$ cat config.mk
export PLATFORM = sky130hd
export DESIGN_NAME = prog_mem_writer_flat
export DESIGN_NICKNAME = d
export VERILOG_FILES = /design/src/rtl/prog_mem_writer_if.sv /design/src/rtl/prog_mem_writer.sv /design/src/flat_wrapper.sv
export SDC_FILE = /design/constraint.sdc
export NUM_CORES = 1
export LEC_CHECK = 0
export ABC_CLOCK_PERIOD_IN_PS = 5600
export CAP_MARGIN = 15
export CORE_MARGIN = 5
export CORE_UTILIZATION = 47
export CTS_CLUSTER_DIAMETER = 200
export DETAILED_ROUTE_END_ITERATION = 12
export HOLD_SLACK_MARGIN = 0.06
export PLACE_DENSITY = 0.74
export SLEW_MARGIN = 25
export SYNTH_ARGS = -nofsm -noshare
export SYNTH_HDL_FRONTEND = slang
export SYNTH_SLANG_ARGS = --single-unit
$ cat constraint.sdc
create_clock -name clk -period 5.6 [get_ports clk]
set_input_delay 0.56 -clock clk [delete_from_list [all_inputs] [get_ports clk]]
set_output_delay 0.56 -clock clk [all_outputs]
set_load 0.02 [all_outputs]
$ cat src/rtl/prog_mem_writer_if.sv
// Port bundles for the boot-programmer write adapter: the 128-bit line write
// port and the narrow 32-bit memory beat port.
interface pmw_line_if;
    logic         in_req;
    logic         in_gnt;
    logic         in_we;
    logic [31:0]  in_addr;
    logic [127:0] in_wdata;
    logic [15:0]  in_wstrb;

    modport master (output in_req, in_we, in_addr, in_wdata, in_wstrb, input in_gnt);
    modport slave  (input in_req, in_we, in_addr, in_wdata, in_wstrb, output in_gnt);
endinterface

interface pmw_mem_if;
    logic        mem_req;
    logic        mem_gnt;
    logic        mem_we;
    logic [31:0] mem_addr;
    logic [31:0] mem_wdata;
    logic [3:0]  mem_wstrb;

    modport master (output mem_req, mem_we, mem_addr, mem_wdata, mem_wstrb, input mem_gnt);
    modport slave  (input mem_req, mem_we, mem_addr, mem_wdata, mem_wstrb, output mem_gnt);
endinterface

$ cat src/rtl/prog_mem_writer.sv
// Buffers 128-bit line writes in a FIFO and drains each line as up to four
// 32-bit beats, skipping words whose strobe nibble is zero.
//
// state  | meaning
// IDLE   | waiting for a FIFO entry; pops all-zero-strobe lines directly
// ISSUE  | presenting beat k of the head line until mem_gnt
module prog_mem_writer #(
    parameter int          FIFO_DEPTH = 4,
    parameter logic [31:0] ADDR_BASE  = 32'h0000_0000
) (
    input  logic        clk,
    input  logic        rst_n,
    pmw_line_if.slave   line,
    pmw_mem_if.master   mem,
    output logic        busy,
    output logic        overflow,
    output logic [31:0] words_written
);
    localparam int AW = $clog2(FIFO_DEPTH);

    typedef enum logic {S_IDLE, S_ISSUE} state_t;

    logic [31:0]  addr_q [FIFO_DEPTH];
    logic [127:0] data_q [FIFO_DEPTH];
    logic [15:0]  strb_q [FIFO_DEPTH];
    logic [AW:0]  wr_ptr_q, rd_ptr_q;
    logic         overflow_q;
    logic [31:0]  words_q;
    state_t       state_q, state_d;
    logic [1:0]   k_q, k_d;

    logic         empty, full, push, drop, pop;
    logic [AW-1:0] rd_idx;
    logic [31:0]  head_addr;
    logic [127:0] head_data;
    logic [15:0]  head_strb;
    logic [2:0]   first_nz, next_nz;

    // Returns {found, index} of the lowest non-zero strobe nibble at or above 'from'.
    function automatic logic [2:0] find_nz(input logic [15:0] s, input logic [2:0] from);
        logic [2:0] r;
        r = '0;
        for (int i = 3; i >= 0; i--) begin
            if (i >= int'(from) && s[4*i +: 4] != 4'h0) r = {1'b1, 2'(i)};
        end
        return r;
    endfunction

    assign rd_idx    = rd_ptr_q[AW-1:0];
    assign empty     = (wr_ptr_q == rd_ptr_q);
    assign full      = (wr_ptr_q[AW] != rd_ptr_q[AW]) && (wr_ptr_q[AW-1:0] == rd_ptr_q[AW-1:0]);
    assign push      = line.in_req && line.in_we && !full;
    assign drop      = line.in_req && line.in_we && full;
    assign head_addr = addr_q[rd_idx];
    assign head_data = data_q[rd_idx];
    assign head_strb = strb_q[rd_idx];
    assign first_nz  = find_nz(head_strb, 3'd0);
    assign next_nz   = find_nz(head_strb, {1'b0, k_q} + 3'd1);

    always_ff @(posedge clk) begin
        if (!rst_n) begin
            state_q <= S_IDLE;
            k_q     <= '0;
        end else begin
            state_q <= state_d;
            k_q     <= k_d;
        end
    end

    always_comb begin
        state_d = state_q;
        k_d     = k_q;
        pop     = 1'b0;
        case (state_q)
            S_IDLE: begin
                if (!empty) begin
                    if (first_nz[2]) begin
                        state_d = S_ISSUE;
                        k_d     = first_nz[1:0];
                    end else begin
                        pop = 1'b1;
                    end
                end
            end
            S_ISSUE: begin
                if (mem.mem_gnt) begin
                    if (next_nz[2]) begin
                        k_d = next_nz[1:0];
                    end else begin
                        pop     = 1'b1;
                        state_d = S_IDLE;
                    end
                end
            end
            default: state_d = S_IDLE;
        endcase
    end

    always_comb begin
        mem.mem_req   = (state_q == S_ISSUE);
        mem.mem_we    = 1'b1;
        mem.mem_addr  = head_addr + {28'h0, k_q, 2'b00};
        mem.mem_wdata = head_data[32*k_q +: 32];
        mem.mem_wstrb = head_strb[4*k_q +: 4];
        line.in_gnt   = !full;
        busy          = !empty || (state_q != S_IDLE);
    end

    // Entry storage carries no reset; only the pointers define validity.
    always_ff @(posedge clk) begin
        if (rst_n && push) begin
            addr_q[wr_ptr_q[AW-1:0]] <= ADDR_BASE + (line.in_addr & 32'hFFFF_FFF0);
            data_q[wr_ptr_q[AW-1:0]] <= line.in_wdata;
            strb_q[wr_ptr_q[AW-1:0]] <= line.in_wstrb;
        end
    end

    always_ff @(posedge clk) begin
        if (!rst_n) begin
            wr_ptr_q   <= '0;
            rd_ptr_q   <= '0;
            overflow_q <= 1'b0;
            words_q    <= '0;
        end else begin
            if (push) wr_ptr_q <= wr_ptr_q + 1'b1;
            if (pop) begin
                rd_ptr_q <= rd_ptr_q + 1'b1;
                words_q  <= words_q + 32'd1;
            end
            if (drop) overflow_q <= 1'b1;
        end
    end

    assign overflow      = overflow_q;
    assign words_written = words_q;
endmodule

$ cat src/flat_wrapper.sv
// flat-port wrapper written by rule: the top's interface ports become plain ports
module prog_mem_writer_flat 
#(
    parameter int          FIFO_DEPTH = 4,
    parameter logic [31:0] ADDR_BASE  = 32'h0000_0000
)
  (clk, rst_n, busy, overflow, words_written, line_in_req, line_in_we, line_in_addr, line_in_wdata, line_in_wstrb, line_in_gnt, mem_mem_req, mem_mem_we, mem_mem_addr, mem_mem_wdata, mem_mem_wstrb, mem_mem_gnt);
  pmw_line_if line_i ();
  pmw_mem_if mem_i ();
  input  logic clk;
  input  logic rst_n;
  output logic busy;
  output logic overflow;
  output logic [31:0] words_written;
  input wire logic [$bits(line_i.in_req)-1:0] line_in_req;
  input wire logic [$bits(line_i.in_we)-1:0] line_in_we;
  input wire logic [$bits(line_i.in_addr)-1:0] line_in_addr;
  input wire logic [$bits(line_i.in_wdata)-1:0] line_in_wdata;
  input wire logic [$bits(line_i.in_wstrb)-1:0] line_in_wstrb;
  output wire logic [$bits(line_i.in_gnt)-1:0] line_in_gnt;
  output wire logic [$bits(mem_i.mem_req)-1:0] mem_mem_req;
  output wire logic [$bits(mem_i.mem_we)-1:0] mem_mem_we;
  output wire logic [$bits(mem_i.mem_addr)-1:0] mem_mem_addr;
  output wire logic [$bits(mem_i.mem_wdata)-1:0] mem_mem_wdata;
  output wire logic [$bits(mem_i.mem_wstrb)-1:0] mem_mem_wstrb;
  input wire logic [$bits(mem_i.mem_gnt)-1:0] mem_mem_gnt;
  assign line_i.in_req = line_in_req;
  assign line_i.in_we = line_in_we;
  assign line_i.in_addr = line_in_addr;
  assign line_i.in_wdata = line_in_wdata;
  assign line_i.in_wstrb = line_in_wstrb;
  assign line_in_gnt = line_i.in_gnt;
  assign mem_mem_req = mem_i.mem_req;
  assign mem_mem_we = mem_i.mem_we;
  assign mem_mem_addr = mem_i.mem_addr;
  assign mem_mem_wdata = mem_i.mem_wdata;
  assign mem_mem_wstrb = mem_i.mem_wstrb;
  assign mem_i.mem_gnt = mem_mem_gnt;
  prog_mem_writer #(.FIFO_DEPTH(FIFO_DEPTH), .ADDR_BASE(ADDR_BASE)) u_core (.clk(clk), .rst_n(rst_n), .line(line_i), .mem(mem_i), .busy(busy), .overflow(overflow), .words_written(words_written));
endmodule
==> flow_summary.toml <==
[run_status]
outcome = "finished clean"

[logic_synthesis]
synth_area_um2 = 28200
yosys.cell_types.count = 49
syn_area_per_cell_um2 = 22.3
synthTopCellsByArea = "edfxtp_1 73%, mux4_2 17%, dfxtp_1 3.1%"
synth_edf_count = 688
synthCells = 1263
synth.top_cell.area_share = 0.733
synth_top_flop_cell = "edfxtp_1"
ys_warn_count = 0
synthArstFlopShare = 0
ys_seq_area_frac = 0.764
yosys_register_bits = 732
synth_top_cell_by_area = "edfxtp_1"

[layout]
fillers = 4250
layout_common_cells = "688 x edfxtp_1, 277 x clkdlybuf4s50_1, 208 x mux4_2"
fin_util = 0.578
drive_above_1_share = 0.211
syn_to_final_growth_pct = 21.6
fin_nets = 1758
final_common_cell = "edfxtp_1"

[timing]
worst_pin_slew_ns = 1.01
postLayoutSetupSlackWorst_ns = 1.35
slew_viol_final = 0
finClkSkew_ns = 0.0126
rsz0062_at_grt = "no"
fin_crit_ns = 4.25
period_share = 0.759
finalHoldViolations = 0
holdWs_ns = 0.476
max_freq_mhz = 235
setup_viol_count_final = 0
finalSetupTns_ns = 0
max_slew_margin = 0.324

[floorplan]
io_pins = 286
core_area_um2 = 59200
die_w_um = 255
initial_core_util = 0.476
die_height_um = 255
rows = 89
die_area_um2 = 65000

[clocking]
clockBufferDepth = 3
htreeDepth = 3
hold_buffers = 0
cts.sinks = 732
cts_tree = "done"
ctsResizeCount = 0
numCtsBuffers = 75
post-cts-setup-buffer-count = 0
clk_pin_slew_worst_paths_ns = 0.06
clkLatencyLatePin_ns = 0.60
cts_root_buffer = "clkbuf_16"

[drt]
drtIter0Drc = 900
wl_per_cell_um = 23.8
dr.pass1.iters = 4
vias = 13500
via_per_inst = 5.63
wirelength_um = 57000
drc = 0
antenna_left = 0

[run]
cap_violations = 0

[setup_path]
end_kind = "output pin"
cp_max_fo = 77
r2r_slack_ns = 2.01
cp.arrival_ns = 3.69
criticalPathCategory = "flip-flop to output pin"
crit_required_ns = 5.04
start_kind = "flip-flop"

[power_and_ir_drop]
p_per_area_nw_per_um2 = 331
power_w = 0.0113
leakagePower_nw = 10.5
vdd_drop_max_uv = 239

[global_routing]
grt_pass1_vias = 14300
grt_usage = 0.175
grt_max_degree = 88
grt_pass1_wl_um = 86700
overflow = 0
grt_antenna_before_repair = 16

[placed_design]
place_congestion = 0.792
dp_hpwl_um = 33200
portBuffers = 278
post-place-ws_ns = 1.90

[min_path]
hp-class = "flip-flop to flip-flop"
-- cell families after synthesis --
logic type	after synthesis	synth area share
xor+xnor	5	0.00155
compound gates	60	0.0137
flops	732	0.764
fa+ha+maj	6	0.00266
buf+inv	75	0.0116
mux	240	0.178
simple gates	143	0.0282
other cells	2	0.000267
-- critical path: stages (launching register included) --
cell and delay (ns):
dfxtp_4 0.72, buf_12 0.51, mux4_2 0.60, mux4_2 0.50, clkdlybuf4s50_1 0.60
-- per-layer routing --
| layer | vias to the layer above | global-route usage | wire (um) |
|---|---|---|---|
| met2 | 423 | 0.279 | 27800 |
| met5 | - | 0 | 178 |
| met4 | 26 | 0.0493 | 1220 |
| met1 | 6997 | 0.235 | 23100 |
| met3 | 109 | 0.0598 | 4720 |
| li1 | 5945 | - | - |
-- cells in the mapped netlist, types with 2 or more instances --
cell      number
mux2i_1       32
a21boi_1       2
nand2b_1      26
o21ai_0        9
and3_1         7
buf_2         10
mux4_2       208
edfxtp_1     688
nor4_1         2
o21a_1         2
nand2_1       49
nand4_1        8
or4_1          2
a21oi_1       29
clkbuf_1      33
a211oi_1       4
conb_1         2
dfxtp_1       44
o211ai_1       2
buf_6          3
nor4_4         4
nand3_1       15
buf_4          3
xor2_1         4
nor3_1         9
and2_1         6
nor2_1         9
buf_1         15
inv_1         11
ha_1           6
-- flip-flops by register name, indices dropped and copies added (netlist names), named ones only --
register,count
u_core.strb_q,64
u_core.overflow,1
u_core.k_q,2
u_core.addr_q,112
u_core.rd_ptr_q,3
u_core.wr_ptr_q,3
u_core.words_written,32
u_core.mem.mem_req,1
u_core.data_q,512
-- metrics by stage --
step / std cells / instance area, um^2
floorplan: 1264 / 28200
global placement: 2267 / 31900
detailed placement: 2267 / 31900
CTS: 2396 / 34300
global route: 2397 / 34300
finish: 2399 / 34300
-- area by class of cell --
class	count	area, um^2	area share
inverter	11	42.5	0.00124
clock inverter	45	380	0.0111
timing repair buffer	294	3050	0.0890
tap	773	967	0.0282
clock buffer	84	1930	0.0564
multi-input combinational	457	6330	0.185
antenna	3	7.51	0.000219
sequential	732	21500	0.629
-- path summary, 6_finish.rpt --
path,to,depth (start not counted),start
setup / recovery,mem_mem_wdata[8],4,flip-flop
setup reg to reg,u_core.words_written[28]$_SDFFE_PN0P_,6,flip-flop
hold / removal,u_core.overflow$_SDFFE_PN0P_,1,u_core.overflow$_SDFFE_PN0P_
hold reg to reg,u_core.overflow$_SDFFE_PN0P_,1,u_core.overflow$_SDFFE_PN0P_
-- where the power goes --
| group | leakage (nW) | internal [W] | switching (W) |
|---|---|---|---|
| clock network | 1.12 | 0.00271 | 0.00199 |
| logic | 2.79 | 0.000276 | 0.000264 |
| registers | 6.57 | 0.00605 | 0.0000300 |
| total | 10.5 | 0.00904 | 0.00229 |
No activity file was read; power rests on OpenSTA's default activity.
